[src/rtl/ram_pkg.sv]
// Shared types and constants for the simple-dual-port RAM family.
// Holds the clear-engine state type, read-during-write policy codes and the depth helper.
package ram_pkg;

   typedef enum logic {
      ST_CLEAR = 1'b0,
      ST_RUN   = 1'b1
   } ram_state_t;

   localparam int RDW_OLD = 0;
   localparam int RDW_NEW = 1;

   function automatic int depth(input int addr_w);
      return 2 ** addr_w;
   endfunction

endpackage

[src/rtl/ram_sdp_core.sv]
// Bare simple-dual-port array: one write port, one registered read port with
// a same-address read-during-write mux selected by RDW_NEW.
module ram_sdp_core
   import ram_pkg::*;
#(
   parameter int DATA_W  = 8,
   parameter int ADDR_W  = 6,
   parameter int RDW_NEW = 1
) (
   input  logic              clk,
   input  logic              rst,
   input  logic              wr_en,
   input  logic [ADDR_W-1:0] wr_addr,
   input  logic [DATA_W-1:0] wr_data,
   input  logic              rd_en,
   input  logic [ADDR_W-1:0] rd_addr,
   output logic [DATA_W-1:0] rd_data,
   output logic              rd_valid
);

   localparam int DEPTH = depth(ADDR_W);

   logic [DATA_W-1:0] mem [DEPTH];
   logic              bypass;

   // Forward the incoming word only when the policy asks for new data.
   assign bypass = (RDW_NEW != RDW_OLD) && wr_en && (wr_addr == rd_addr);

   always_ff @(posedge clk) begin
      if (wr_en) begin
         mem[wr_addr] <= wr_data;
      end
   end

   always_ff @(posedge clk or posedge rst) begin
      if (rst) begin
         rd_data  <= '0;
         rd_valid <= 1'b0;
      end else begin
         rd_valid <= rd_en;
         if (rd_en) begin
            rd_data <= bypass ? wr_data : mem[rd_addr];
         end
      end
   end

endmodule

[src/rtl/ram_sdp_param.sv]
// Simple-dual-port RAM with a clear engine that zeroes the array after reset or on clr.
// Define RAM_OUT_REG_EN to add an output register stage (read latency 2).
module ram_sdp_param
   import ram_pkg::*;
#(
   parameter int DATA_W  = 8,
   parameter int ADDR_W  = 6,
   parameter int RDW_NEW = 1
) (
   input  logic              clk,
   input  logic              rst,
   input  logic              we,
   input  logic [ADDR_W-1:0] write_addr,
   input  logic [DATA_W-1:0] data,
   input  logic              re,
   input  logic [ADDR_W-1:0] read_addr,
   input  logic              clr,
   output logic [DATA_W-1:0] q,
   output logic              rd_valid,
   output logic              busy,
   output ram_state_t        state
);

   localparam int DEPTH = depth(ADDR_W);
   localparam logic [ADDR_W:0] CNT_END = DEPTH[ADDR_W:0];

   ram_state_t        state_next;
   logic [ADDR_W:0]   cnt;
   logic [ADDR_W:0]   cnt_next;
   logic              clearing;
   logic              running;
   logic              core_we;
   logic [ADDR_W-1:0] core_wa;
   logic [DATA_W-1:0] core_wd;
   logic              core_re;
   logic [DATA_W-1:0] core_q;
   logic              core_v;

   always_ff @(posedge clk or posedge rst) begin
      if (rst) begin
         state <= ST_CLEAR;
         cnt   <= '0;
      end else begin
         state <= state_next;
         cnt   <= cnt_next;
      end
   end

   // The extra counter bit makes "just wrote DEPTH-1" an exact match on DEPTH.
   always_comb begin
      state_next = state;
      cnt_next   = cnt;
      case (state)
         ST_CLEAR: begin
            cnt_next = cnt + 1'b1;
            if (cnt_next == CNT_END) begin
               state_next = ST_RUN;
            end
         end
         ST_RUN: begin
            if (clr) begin
               state_next = ST_CLEAR;
               cnt_next   = '0;
            end
         end
         default: begin
            state_next = ST_CLEAR;
            cnt_next   = '0;
         end
      endcase
   end

   assign clearing = (state == ST_CLEAR);
   assign running  = (state == ST_RUN);
   assign busy     = clearing;

   // clr takes priority over any access sampled in the same cycle.
   assign core_we = clearing | (running & we & ~clr);
   assign core_wa = clearing ? cnt[ADDR_W-1:0] : write_addr;
   assign core_wd = clearing ? '0 : data;
   assign core_re = running & re & ~clr;

   ram_sdp_core #(
      .DATA_W  (DATA_W),
      .ADDR_W  (ADDR_W),
      .RDW_NEW (RDW_NEW)
   ) u_core (
      .clk      (clk),
      .rst      (rst),
      .wr_en    (core_we),
      .wr_addr  (core_wa),
      .wr_data  (core_wd),
      .rd_en    (core_re),
      .rd_addr  (read_addr),
      .rd_data  (core_q),
      .rd_valid (core_v)
   );

`ifdef RAM_OUT_REG_EN
   // Not flushed by clr: a read already in the core finishes here.
   always_ff @(posedge clk or posedge rst) begin
      if (rst) begin
         q        <= '0;
         rd_valid <= 1'b0;
      end else begin
         rd_valid <= core_v;
         if (core_v) begin
            q <= core_q;
         end
      end
   end
`else
   assign q        = core_q;
   assign rd_valid = core_v;
`endif

endmodule

[config.mk]
export PLATFORM = sky130hd
export DESIGN_NAME = ram_sdp_param
export DESIGN_NICKNAME = d
export VERILOG_FILES = /design/src/rtl/ram_pkg.sv /design/src/rtl/ram_sdp_core.sv /design/src/rtl/ram_sdp_param.sv
export SDC_FILE = /design/constraint.sdc
export NUM_CORES = 1
export LEC_CHECK = 0
export CORE_ASPECT_RATIO = 0.6
export CORE_MARGIN = 2
export CORE_UTILIZATION = 55
export DETAILED_ROUTE_END_ITERATION = 6
export PLACE_DENSITY = 0.71
export SLEW_MARGIN = 20
export SYNTH_ARGS = -nofsm -noshare
export SYNTH_HDL_FRONTEND = slang
export SYNTH_SLANG_ARGS = --single-unit
[constraint.sdc]
create_clock -name clk -period 3.41 [get_ports clk]
set_input_delay 0.8525 -clock clk [delete_from_list [all_inputs] [get_ports clk]]
set_output_delay 0.8525 -clock clk [all_outputs]
set_load 0.01 [all_outputs]
## Yosys cells after proc, flatten, opt, wreduce, memory -nomap -nowiden

Memory sizes are Yosys's and may differ from the RTL's. A register that Yosys moved wholly into a read port is not among the register bits.
Cells that the tools add are included.
W data, S select, Z words.

| operators by class | value |
|---|---|
| add/sub/neg operators | 1 |
| eq/ne operators | 2 |
| mux-type cells | 9 |
| bitwise operators | 7 |

Operator list:

| operator | number |
|---|---|
| $pmux W7 S2 | 1 |
| $mux W8 | 1 |
| $add A7 B1 Y7 const B | 1 |
| $eq A7 B7 Y1 const B | 1 |
| $mux W7 | 1 |
| $mux W6 | 1 |
| $and A1 B1 Y1 | 4 |
| $mux W1 | 4 |
| $ne A2 B2 Y1 const B | 1 |
| $not A1 Y1 | 2 |
| $pmux W1 S2 | 1 |
| $or A1 B1 Y1 | 1 |

| storage, ports and cells | value |
|---|---|
| bits in registers | 9 |
| RAM bits | 512 |
| bits of input ports | 25 |
| memories kept | 1 |

Memories:

| name | depth | bits a word | read ports | clocked after memory_dff | wr ports | line | text |
|---|---|---|---|---|---|---|---|
| u_core.mem | 64 | 8 | 1 | 1 | 1 | ram_sdp_core.sv:23 | `logic [DATA_W-1:0] mem [DEPTH];` |

## Longest topological paths before layout

| depth | value |
|---|---|
| word-level depth | 5 |
| depth in mapped cells | 11 |
| gate-level depth less buffers | 6 |

## By module

A second synthesis with hierarchy kept.

| unflattened totals | value |
|---|---|
| cells, all modules | 1050 |
| area total of the unflattened synthesis | 21041.4 sq um |

By module, submodules not included:

| module | times used | cells each | area each (sq um) | sequential area each (sq um) |
|---|---|---|---|---|
| ram_sdp_core | 1 | 981 | 20434.6 | 15600.0 |
| ram_sdp_param | 1 | 69 | 606.8 | 200.2 |

## Worst setup path before layout

Ideal clock, no wire load.

| timing | value |
|---|---|
| kind | input to register |
| start point | input read_addr[0] |
| end point | register u_core.rd_data[4] (read register of u_core.mem) |
| library setup time | 0.137 ns |
| data arrival time | 2.606 ns |
| data required time | 3.273 ns |
| slack | 0.667 ns |
| stages | 8 |
| path buffers | 2 |
| path through | buf_6 > buf_6 > mux4_2 > a22oi_1 > a21oi_1 > or4_1 > mux2i_1 > a21oi_1 |

RTL lines:

| item | line | text |
|---|---|---|
| from (decl) | ram_sdp_param.sv:16 | `input logic [ADDR_W-1:0] read_addr,` |
| to (decl) | ram_sdp_core.sv:17 | `output logic [DATA_W-1:0] rd_data,` |

## Worst setup path after layout

| timing | value |
|---|---|
| start point | register state |
| end point | output busy |

| between the ends | value |
|---|---|
| longest elaborated chain between the ends | 1 |

Ends and longest elaborated chain:

| item | line | text |
|---|---|---|
| from (decl) | ram_sdp_param.sv:21 | `output ram_state_t state` |
| from (signal assigned) | ram_sdp_param.sv:44 | `state <= state_next;` |
| $not A1 Y1 | - |  |
| to (decl) | ram_sdp_param.sv:20 | `output logic busy,` |

Every way passes these cells.

==> results.txt <==
Max clock buf depth: 3
Initial Util: 56.0%
Crit path buf inv count: 2
Yosys cell types: 53
Clock latency on the worst-skew pair: 560 ps
Syn. warnings: 0
Startpoint Class: register
ANT nets after route: 0
Final Max Tran Viols: 0
Achievable frequency: 342 MHz
Final hold violations: 0
R2R depth: 4
Share of layout cells above drive strength 1: 23.5%
Beginning of the worst hold path: cnt[6]$_DFFE_PP0P_
Max-slew headroom: 37.0%
Fin crit share: 85.6%
Yosys top cell area share: 72.5%
Crit path max-delay family: buffers and inverters
Hold Crit Depth: 2
Critical Setup Path Class: register to output port
Register-to-register setup slack: 890 ps
Total GRT Usage: 25.5%
CTS tree: yes
Antenna diode count: 0
H-tree levels: 2
Seq/Total Area, Yosys: 74.5%
PD cells: 626 nW/um2
R2r startpoint: state$_DFF_PP0_
Root buf cell: clkbuf_16
Slew of the pin with the lowest slew margin: 945 ps
First drt pass iteration count: 6
Number of global-route vias before repair: 11.0k
Synthesized net count: 1135
Layout area overhead: 14.9%
Cell count after synthesis: 1109
Max IR drop VDD: 0.000494 V
Max Cap Viol: 0
Post-synthesis async set-or-reset flop share: 3.21%
Top-Level Pins: 36
Row count: 55
Run status: finished clean
Die span in y: 156 um
Postcts setup bufs: 0
Most common cell in the netlist: edfxtp_1
Routed len/inst: 28.0 um
Design area: 24400 um2
Worst Skew: 11.1 ps
Post-Route WL: 50400 um
Clk slew on worst S/H paths: 70 ps
Synthesized area per cell: 19.1 um2
Placed cell area: 22900 um2
Min-delay worst type: register to register
Synth cell count leaders: 512 x edfxtp_1, 92 x mux4_2, 84 x nor2_1
Critical Path Sink Type: output port
Synth Cell Area: 21200 um2
Hold_buf cts: 0
Final setup viols: 0
Critical Path RT: 2560 ps
LEAKAGE: 8.28 nW
Number of synthesized flops with an enable pin: 512
Worst path cell trace: inv_1, clkdlybuf4s50_1
Setup TNS: 0 ps
# port buffers: 35
Drt drc: 0
Routed vias/inst: 6.38
Period minus WS final: 2920 ps
Core Region: 37800 um2
Peak per-stage delay on the critical path: 610 ps
Post-DP HPWL: 33500 um
Hold EP: cnt[6]$_DFFE_PP0P_
Top_reg_cell synth: edfxtp_1
Main area contributors after synthesis: edfxtp_1 73%, mux4_2 9.8%, mux2i_1 2.7%, dfrtp_1 2.0%, a22oi_1 1.9%
RSZ-0062 raised after global routing: no
Initial antenna violation count: 0
Final #Nets: 1279
Post-CTS Resized: 0
RePlAce Congestion: 0.950
Pin count of the biggest net entering global routing: 46
CTS Sinks: 529
Area leader, netlist: edfxtp_1
Number of synthesized register bits: 529
CP Data Arrival Time: 2070 ps
Overall die area: 40200 um2
CP max FO: 12
Die width: 257 um
Initial DRC count: 1614
Vias: 11.5k
CTS Buf Count: 46
Worst r2r dst: u_core.mem[44][3]$_DFFE_PP_
First-pass GRT wire length: 74000 um
Total congestion overflow: 0
Slowest-stage cell, CP: clkdlybuf4s50_1
## per-stage QoR
stage               setup slack (ps)  cells  util, %  hold WS [ps]  power (mW)
finish                           490   1796     64.4           553        15.3
global route                     405   1796     64.4           619        15.8
CTS                              488   1796     64.4           575        15.3
detailed placement              98.6   1718     60.5           560        10.2
global placement                 133   1718     60.5           495        10.2
floorplan                        667   1109        -           470        9.19
## layer usage
| metal | global-route usage [%] | vias up | wire, um |
|---|---|---|---|
| li1 | - | 4810 | - |
| met1 | 41.5 | 5917 | 22600 |
| met5 | 0 | - | 0 |
| met2 | 34.6 | 652 | 20700 |
| met4 | 5.09 | 0 | 897 |
| met3 | 6.97 | 79 | 6100 |
## worst reg2reg max path, cell delays in order, from the launching register on
cell and delay (ps):
dfrtp_1 570, mux2i_1 640, nand2_1 490, nor2_1 330
buf_4 200
## final cells by class
type	count	area [um2]
clock buffers	54	1200
clock inverters	24	241
fillers	2593	13500
inverters	7	26.3
multi-input cells	509	5020
flip-flops and latches	529	15800
well taps	513	642
repair buffers	160	1420
## power breakdown
group          switching (mW)  total [mW]  leakage (nW)  internal, mW
registers               0.238        7.91          5.03          7.67
logic                    1.40        2.22          2.54         0.815
clock network            2.24        5.13         0.704          2.89
## worst max-delay path by stage
stage,slack (ps),cells after the start,startpoint,end
after detailed placement,100,8,read_addr[0],u_core.rd_data[2]$_DFFE_PP0P_
after global routing,400,2,state$_DFF_PP0_,busy
final,490,2,state$_DFF_PP0_,busy
after global placement,130,8,read_addr[0],u_core.rd_data[2]$_DFFE_PP0P_
after CTS,490,2,state$_DFF_PP0_,busy
after floorplan,670,8,read_addr[0],u_core.rd_data[4]$_DFFE_PP0P_
## registers in the layout, indices dropped and copies added, names as in the netlist
| name | flops |
|---|---|
| u_core.mem | 512 |
| u_core.rd_valid | 1 |
| cnt | 7 |
| u_core.rd_data | 8 |
| state | 1 |
## placed cells by master, fill, tap and decap left out, types with 10 or more instances in the layout
master	synthesis	layout
a21oi_1	34	34
a22oi_1	53	53
and2_1	18	10
buf_12	1	11
buf_4	11	116
clkbuf_16	0	47
clkdlybuf4s50_1	0	32
clkinv_1	0	11
dfrtp_1	17	17
edfxtp_1	512	512
mux2i_1	57	57
mux4_1	13	13
mux4_2	92	92
nand2_1	41	41
nand2b_1	11	11
nor2_1	84	84
nor2b_1	13	13
## cell families (layout without fill, tap and decap cells)
group	after synthesis	in the layout	share of synthesized area, %
XOR/XNOR	6	6	0.248
flip-flops	529	529	74.5
AO/OA/AOI/OAI	145	145	4.71
multiplexers	170	170	14.5
buffers and inverters	71	245	1.86
adder cells (fa/ha/maj)	1	1	0.0590
AND/OR/NAND/NOR	187	187	4.12
No activity file was read; power rests on OpenSTA's default activity.
